==> config.mk <==
export PLATFORM = sky130hd
export DESIGN_NAME = data_ram_ctrl
export DESIGN_NICKNAME = d
export VERILOG_FILES = /design/src/rtl/cpu_mem_pkg.sv /design/src/rtl/ram_array_64x16.sv /design/src/rtl/data_ram_ctrl.sv
export SDC_FILE = /design/constraint.sdc
export NUM_CORES = 1
export LEC_CHECK = 0
export CAP_MARGIN = 20
export CORE_MARGIN = 1
export CORE_UTILIZATION = 25
export CTS_CLUSTER_SIZE = 28
export DETAILED_ROUTE_END_ITERATION = 6
export GPL_TIMING_DRIVEN = 0
export PLACE_DENSITY = 0.46
export SYNTH_ARGS = -nofsm -noshare
export SYNTH_HDL_FRONTEND = slang
export SYNTH_HIERARCHICAL = 1
export SYNTH_SLANG_ARGS = --single-unit
==> constraint.sdc <==
create_clock -name clk_main -period 4.88 [get_ports clk_main]
set_input_delay 1.464 -clock clk_main [delete_from_list [all_inputs] [get_ports clk_main]]
set_output_delay 1.464 -clock clk_main [all_outputs]
set_load 0.02 [all_outputs]
==> src/rtl/cpu_mem_pkg.sv <==
// Shared constants and controller state encoding for the CPU data-memory path.
// Latency: n/a (declarations only).
// Backpressure: n/a.
package cpu_mem_pkg;

  localparam int ADDR_W    = 6;
  localparam int DATA_W    = 16;
  localparam int RAM_DEPTH = 1 << ADDR_W;

  // The top two word addresses are memory-mapped I/O instead of storage.
  localparam logic [ADDR_W-1:0] PORT_IN_ADDR  = 6'h3E;
  localparam logic [ADDR_W-1:0] PORT_OUT_ADDR = 6'h3F;

  typedef enum logic [1:0] {
    IDLE      = 2'd0,
    RD_ACCESS = 2'd1,
    RD_DONE   = 2'd2,
    WR_ACCESS = 2'd3
  } ctrl_state_t;

endpackage

==> src/rtl/ram_array_64x16.sv <==
// Single-port synchronous RAM, kept on its own so block-RAM inference stays clean.
// Latency: write commits at the clock edge; read data registered one edge after re.
// Backpressure: none; accepts one access per cycle, rdata holds between reads.
module ram_array_64x16
  import cpu_mem_pkg::*;
(
  input  logic              clk,
  input  logic              we,
  input  logic              re,
  input  logic [ADDR_W-1:0] addr,
  input  logic [DATA_W-1:0] wdata,
  output logic [DATA_W-1:0] rdata
);

  logic [DATA_W-1:0] mem [RAM_DEPTH];

  // Storage is intentionally unreset; read port is registered.
  always_ff @(posedge clk) begin
    if (we) begin
      mem[addr] <= wdata;
    end
    if (re) begin
      rdata <= mem[addr];
    end
  end

endmodule

==> src/rtl/data_ram_ctrl.sv <==
// Data-memory controller: 62-word RAM plus memory-mapped input and output port words.
// Latency: read data + one-cycle strobe two edges after acceptance; write commits one edge after.
// Backpressure: busy high while a request is in flight; requests seen while busy are dropped.
module data_ram_ctrl
  import cpu_mem_pkg::*;
(
  input  logic              clk_main,
  input  logic              reset,
  input  logic [ADDR_W-1:0] address_to_ram,
  input  logic [DATA_W-1:0] data_to_ram,
  input  logic              write_enable_to_ram,
  input  logic              read_enable_to_ram,
  output logic [DATA_W-1:0] data_from_ram,
  output logic              enable_ram_read,
  output logic              busy,
  output logic              conflict,
  input  logic [DATA_W-1:0] port_in,
  output logic [DATA_W-1:0] port_out
);

  ctrl_state_t       state, state_nxt;
  logic              accept_wr, accept_rd, set_conflict;
  logic [ADDR_W-1:0] addr_q;
  logic [DATA_W-1:0] wdata_q;
  logic              ram_we, ram_re;
  logic [DATA_W-1:0] ram_rdata;
  logic              port_sel_q;
  logic [DATA_W-1:0] port_sample_q;

  // State register; async reset also aborts any write in flight.
  always_ff @(posedge clk_main or negedge reset) begin
    if (!reset) begin
      state <= IDLE;
    end else begin
      state <= state_nxt;
    end
  end

  // Next-state and request acceptance; write wins over a simultaneous read.
  always_comb begin
    state_nxt    = state;
    accept_wr    = 1'b0;
    accept_rd    = 1'b0;
    set_conflict = 1'b0;
    case (state)
      IDLE: begin
        if (write_enable_to_ram) begin
          accept_wr    = 1'b1;
          set_conflict = read_enable_to_ram;
          state_nxt    = WR_ACCESS;
        end else if (read_enable_to_ram) begin
          accept_rd = 1'b1;
          state_nxt = RD_ACCESS;
        end
      end
      RD_ACCESS: state_nxt = RD_DONE;
      RD_DONE:   state_nxt = IDLE;
      WR_ACCESS: state_nxt = IDLE;
      default:   state_nxt = IDLE;
    endcase
  end

  assign busy   = (state != IDLE);
  assign ram_we = (state == WR_ACCESS) && (addr_q < PORT_IN_ADDR);
  assign ram_re = (state == RD_ACCESS);

  ram_array_64x16 u_ram (
    .clk   (clk_main),
    .we    (ram_we),
    .re    (ram_re),
    .addr  (addr_q),
    .wdata (wdata_q),
    .rdata (ram_rdata)
  );

  // Latch the request so the CPU may change its bus once accepted.
  always_ff @(posedge clk_main or negedge reset) begin
    if (!reset) begin
      addr_q  <= '0;
      wdata_q <= '0;
    end else begin
      if (accept_wr || accept_rd) begin
        addr_q <= address_to_ram;
      end
      if (accept_wr) begin
        wdata_q <= data_to_ram;
      end
    end
  end

  // Port reads are resolved alongside the array read so both sources line up in RD_DONE.
  always_ff @(posedge clk_main or negedge reset) begin
    if (!reset) begin
      port_sel_q    <= 1'b0;
      port_sample_q <= '0;
    end else if (state == RD_ACCESS) begin
      port_sel_q    <= (addr_q >= PORT_IN_ADDR);
      port_sample_q <= (addr_q == PORT_IN_ADDR) ? port_in : port_out;
    end
  end

  // Read result register and its one-cycle valid strobe; data holds between reads.
  always_ff @(posedge clk_main or negedge reset) begin
    if (!reset) begin
      data_from_ram   <= '0;
      enable_ram_read <= 1'b0;
    end else begin
      enable_ram_read <= (state == RD_DONE);
      if (state == RD_DONE) begin
        data_from_ram <= port_sel_q ? port_sample_q : ram_rdata;
      end
    end
  end

  // Output port register; writes to the input-port address fall through here unused.
  always_ff @(posedge clk_main or negedge reset) begin
    if (!reset) begin
      port_out <= '0;
    end else if ((state == WR_ACCESS) && (addr_q == PORT_OUT_ADDR)) begin
      port_out <= wdata_q;
    end
  end

  // Sticky record of any simultaneous read+write request.
  always_ff @(posedge clk_main or negedge reset) begin
    if (!reset) begin
      conflict <= 1'b0;
    end else if (set_conflict) begin
      conflict <= 1'b1;
    end
  end

endmodule

### Word level (Yosys, flattened, before mapping)

Memory sizes are Yosys's and may differ from the RTL's. A register that Yosys moved wholly into a read port is not among the register bits.
Cells that the tools add are included.

| storage, ports and cells | value |
|---|---|
| register bits after elaboration | 75 |
| bits in writable memories | 1,024 |
| input bits | 42 |
| output and inout bits | 35 |
| logic and storage cells | 38 |
| memories | 1 |

Memories:

| name | words | width | rd ports | clocked after Yosys merged registers in | wr ports | line | source |
|---|---|---|---|---|---|---|---|
| u_ram.mem | 64 | 16 | 1 | 1 | 1 | ram_array_64x16.sv:15 | `logic [DATA_W-1:0] mem [RAM_DEPTH];` |

| operators by class | value |
|---|---|
| magnitude comparators | 2 |
| equality and inequality tests | 6 |
| multiplexer cells | 14 |
| reductions and logical operators | 6 |

Operators with widths:

| cell | count |
|---|---|
| 16-bit 2-to-1 mux | 2 |
| 6-bit == test, second input constant | 2 |
| 1-bit 2-to-1 mux | 9 |
| 6-bit >= comparator, second input constant | 1 |
| 6-bit less-than comparator, second input constant | 1 |
| 2-bit case mux with 3 select lines | 1 |
| 2-bit == test, second input constant | 2 |
| 2-bit 2-to-1 mux | 2 |
| 3-bit inequality test, second input constant | 1 |
| 2-bit by 1-bit == test with 1-bit output, second input constant | 1 |
| 1-bit logical AND | 2 |
| 2-bit logical NOT | 1 |
| 2-bit nonzero test | 1 |
| 2-bit OR reduction | 1 |
| 1-bit logical OR | 1 |

### Longest topological paths before layout

| logic depth | value |
|---|---|
| depth in word-level cells | 4 |
| gate-level depth with buffers | 11 |
| gate-level depth less buffers | 6 |

### Modules after synthesis

Netlist, hierarchy kept.

By module, submodules not included:

| module | times used | cells each | area an instance (µm²) | seq. area each (µm²) |
|---|---|---|---|---|
| ram_array_64x16 | 1 | 2,264 | 39,640.5 | 31,230.0 |
| data_ram_ctrl | 1 | 267 | 3,231.8 | 1,876.8 |

### Worst setup path before layout

OpenSTA, ideal clock, no wires.

| timing | value |
|---|---|
| path type | register to register |
| start point | register addr_q[1] |
| end point | memory u_ram.mem[15][0], enable pin |
| library setup time | 389 ps |
| arrival | 2,464 ps |
| data required time | 4,491 ps |
| setup slack | 2,028 ps |
| stages on the path, launching flop included | 8 |
| path buffers | 4 |
| period minus slack after synthesis | 2,852 ps |
| cell sequence | dfrtp_1 and2_1 buf_2 buf_2 buf_1 clkbuf_1 nand3_1 nor2_1 |

| on the way | value |
|---|---|
| word-level cells in the longest chain between the ends | 4 |

Ends and longest elaborated chain:

| item | line | source |
|---|---|---|
| start, declared | data_ram_ctrl.sv:23 | `logic [ADDR_W-1:0] addr_q;` |
| start signal, assigned | data_ram_ctrl.sv:83 | `addr_q <= address_to_ram;` |
| 6-bit less-than comparator | data_ram_ctrl.sv:64 | `assign ram_we = (state == WR_ACCESS) && (addr_q < PORT_IN_ADDR);` |
| 1-bit logical AND | data_ram_ctrl.sv:64 |  |
| 1-bit 2-to-1 mux | ram_array_64x16.sv:19 | `if (we) begin` |
| 1-bit 2-to-1 mux (implied by the code) | ram_array_64x16.sv:20 | `mem[addr] <= wdata;` |
| end, declared | ram_array_64x16.sv:15 |  |

Several ways; a longest one is shown, not always the timed one.

### Final worst setup path

| timing | value |
|---|---|
| start point | register addr_q[0] |
| end point | memory u_ram.mem[12][2], enable pin |

The elaborated chain is that of the path after synthesis.

==> results.ini <==
[timing]
slew_headroom_pct = 22.9
setup_slack_ns = -0.0780
grt_setup_unrepaired = true
clock_skew_ns = 0.0347
tightest_slew_ns = 1.15
drv_slew = 0
setup_violations = 42
setup_tns_ns = -1.65
report.final.hold_viol_count = 0
finalCritPeriodShare_pct = 102
timing.final.crit_period_ns = 4.96
max_freq_mhz = 202

[layout]
post-route-util_pct = 30.5
layout-drive-gt1-share_pct = 16.8
nFillCells = 16600
seqCellArea_mm2 = 0.0331
multi_input_area_mm2 = 0.00903
area_growth_pct = 20.9
nNetsFinal = 2853

[global_routing]
grt_pass1_vias = 24900
antenna_found_initial = 13
overflow = 0
grt_use_total_pct = 16.5
grt_max_degree = 67
grt_pass1_wl_um = 202000

[job]
maxCapViolCount = 0

[setup_path]
worstReg2RegEnd = u_ram/mem[12][2]
rr_startpoint = addr_q[0]
start_kind = flip-flop
crit_type = reg -> reg
crit_arrival_ns = 5.38
crit_chain = buf_4, nor2_2, buf_2, buf_2, buf_2, nand3_1, nor2_2, buf_8
worstRegToRegCells = 8
max_stage_delay_ns = 0.87
worstSetupEndpointType = flip-flop
crit_start = addr_q[0]
critPathMostFrequentCell = buf_2
cp_data_required_time_ns = 5.30
cp-endpoint = u_ram/mem[12][2]
critPathMaxFanout = 10
rrSetupSlack_ns = -0.08
cpMaxStageDelayCell = nor2_2

[drt]
route.detailed.wl_per_inst_um = 28.6
drt_iter0_markers = 3221
dr_total_vias = 25800
avgViaCountPerCell = 5.02
routed_wl_um = 147000
drc = 0
ant_nets = 0
dr.pass1.iters = 6

[placed_design]
portBuffers = 76
hpwlAfterDp_um = 102000
place_congestion = 0.946

[floorplanning]
die_y_um = 416
dieArea_mm2 = 0.173
die_w_um = 416
core_region_area_mm2 = 0.170
core.rowCount = 151
ios = 77
initial_core_util_pct = 25.2

[clocking]
cts_tree = done
path_clk_slew_ns = 0.06
cts_buffer_depth = 3
cts_setup_buffers = 0
htree_levels = 3
clkSinkCount = 1115
ctsHoldBuffers = 0
clockRootBuffer = clkbuf_16
numCtsBuffers = 118
worstSkewPairLatency_ns = 0.72

[power_and_ir_drop]
clkPwrFrac_pct = 25.7
swShare_pct = 39.0
pwr-share-seq_pct = 40.0
leakage_uw = 0.0166
p_switching_uw = 13200
peakVddDrop_mv = 0.348
pwr-share-comb_pct = 34.3
internal_power_uw = 20700
powerDensity_mw_per_mm2 = 653

[synthesis]
yosysTopAreaCell = edfxtp_1
synth_area_leaders = edfxtp_1 73%, dfrtp_1 4.4%, mux2i_1 4.0%
yosysMostFrequentCell = edfxtp_1
ys_types = 65
ys_seq_area_share_pct = 77.2
syn-num-nets = 2573
synthCells = 2531
netlist_area_mm2 = 0.0429
async_reset_ff_share_pct = 6.73
synth-edff-count = 1040
ys_top_cells_by_count = 1040 x edfxtp_1, 196 x a22oi_1, 178 x nor2_1, 170 x mux2i_1, 106 x a221oi_1
synthFlopType = edfxtp_1
ys_ff_latch = 1115
synth.avg_cell_area_um2 = 16.9
synth_top_area_share_pct = 72.8
synth_warnings = 6

[status]
violations = setup timing
outcome = finished with violations

[hold_path]
min_from = conflict
worst_hold_path_type = reg -> reg

-- stage by stage --
stage / hold WS, ns / area, um2 / power, uW / setup WS, ns / std cells
3_5_place_dp: 0.456 / 48000 / 25100 / -0.293 / 4908
3_3_place_gp: 0.441 / 46400 / 24800 / -0.987 / 4825
5_1_grt: 0.485 / 51800 / 34900 / -0.0742 / 5127
2_1_floorplan: 0.463 / 42900 / 18800 / 2.03 / 2531
6_report: 0.464 / 51800 / 33800 / -0.0780 / 5132
4_1_cts: 0.470 / 51800 / 33900 / 0.0158 / 5126
-- power groups by stage --
stage,logic (uW),registers (uW),clock network (uW)
global route,12000,13600,9220
finish,11600,13500,8710
floorplan,5300,13500,0
CTS,11400,13500,8890
detailed placement,11400,13700,0
global placement,10100,14700,0
-- final cells by class --
| cell class | instances | share of cell area, % |
|---|---|---|
| inverters | 5 | 0.0362 |
| flip-flops and latches | 1115 | 63.9 |
| clock inverters | 71 | 1.21 |
| multi-input cells | 1230 | 17.4 |
| plain buffers | 181 | 1.78 |
| diodes | 5 | 0.0241 |
| well taps | 2218 | 5.35 |
| repair buffers | 160 | 4.26 |
| clock buffers | 147 | 5.99 |
-- cells in the final DEF, fill, tap and decap left out, types with 10 or more instances in the layout --
cell and instances:
a41oi_1 16, buf_12 11, o22ai_1 58, a31oi_1 23, nor2_1 114, bufinv_16 10
buf_2 72, o22a_1 27, nand2_1 57, nor2b_1 10, clkdlybuf4s50_1 75, clkinv_2 17
nor3_1 10, mux2_2 55, mux2i_1 170, clkbuf_1 94, o21ai_0 62, a21oi_1 90
nor2_2 61, buf_6 16, nand3_1 10, o221ai_1 14, a221oi_1 106, buf_16 17
edfxtp_1 1040, buf_1 18, buf_4 17, dfrtp_1 59, clkbuf_16 120, buf_8 45
a22oi_1 196, clkinv_1 36, a22o_1 21, a211oi_1 20
-- critical path: cells and delay by family, from the launching register on --
kind / cells / cell delay, ns
DFF: 1 / 0.59
and+or+nand+nor: 3 / 2.19
buffers and inverters: 5 / 1.82
-- how the worst min path moves through the flow --
stage / cells after the start / to / slack, ns
2_1_floorplan: 1 / state[1] / 0.46
3_3_place_gp: 1 / conflict / 0.44
3_5_place_dp: 1 / conflict / 0.46
4_1_cts: 1 / conflict / 0.47
5_1_grt: 1 / conflict / 0.48
6_report: 1 / conflict / 0.46
-- registers in the layout, indices dropped and copies added, names as in the netlist --
signal	cells
enable_ram_read	1
u_ram/rdata	16
wdata_q	16
conflict	1
port_out	16
u_ram/mem	1024
port_sample_q	16
data_from_ram	16
state	2
addr_q	6
port_sel_q	1
-- layer usage --
layer  GRT usage, %  share of wire (%)  vias up
met3           2.92                7.3      247
met5              0                  0        -
met4           6.82                4.6        0
met2           25.5                 45     1151
li1               -                  -    10900
met1           22.9                 43    13400
-- cells by family (layout without fill, tap and decap cells) --
logic type | count (synthesis) | after routing | synth area share [%]
simple gates | 315 | 315 | 3.31
other cells | 0 | 5 | 0
compound gates | 683 | 683 | 11.5
flops | 1115 | 1115 | 77.2
mux | 232 | 232 | 5.76
buf+inv | 186 | 564 | 2.18
-- timing repair --
action | CTS | global route
endpoints found under the hold margin | 0 | 0
setup endpoints to repair | 166 | 24
gates resized for setup | 6 | 3
pin swaps | 0 | 0
No activity file was read; power rests on OpenSTA's default activity.
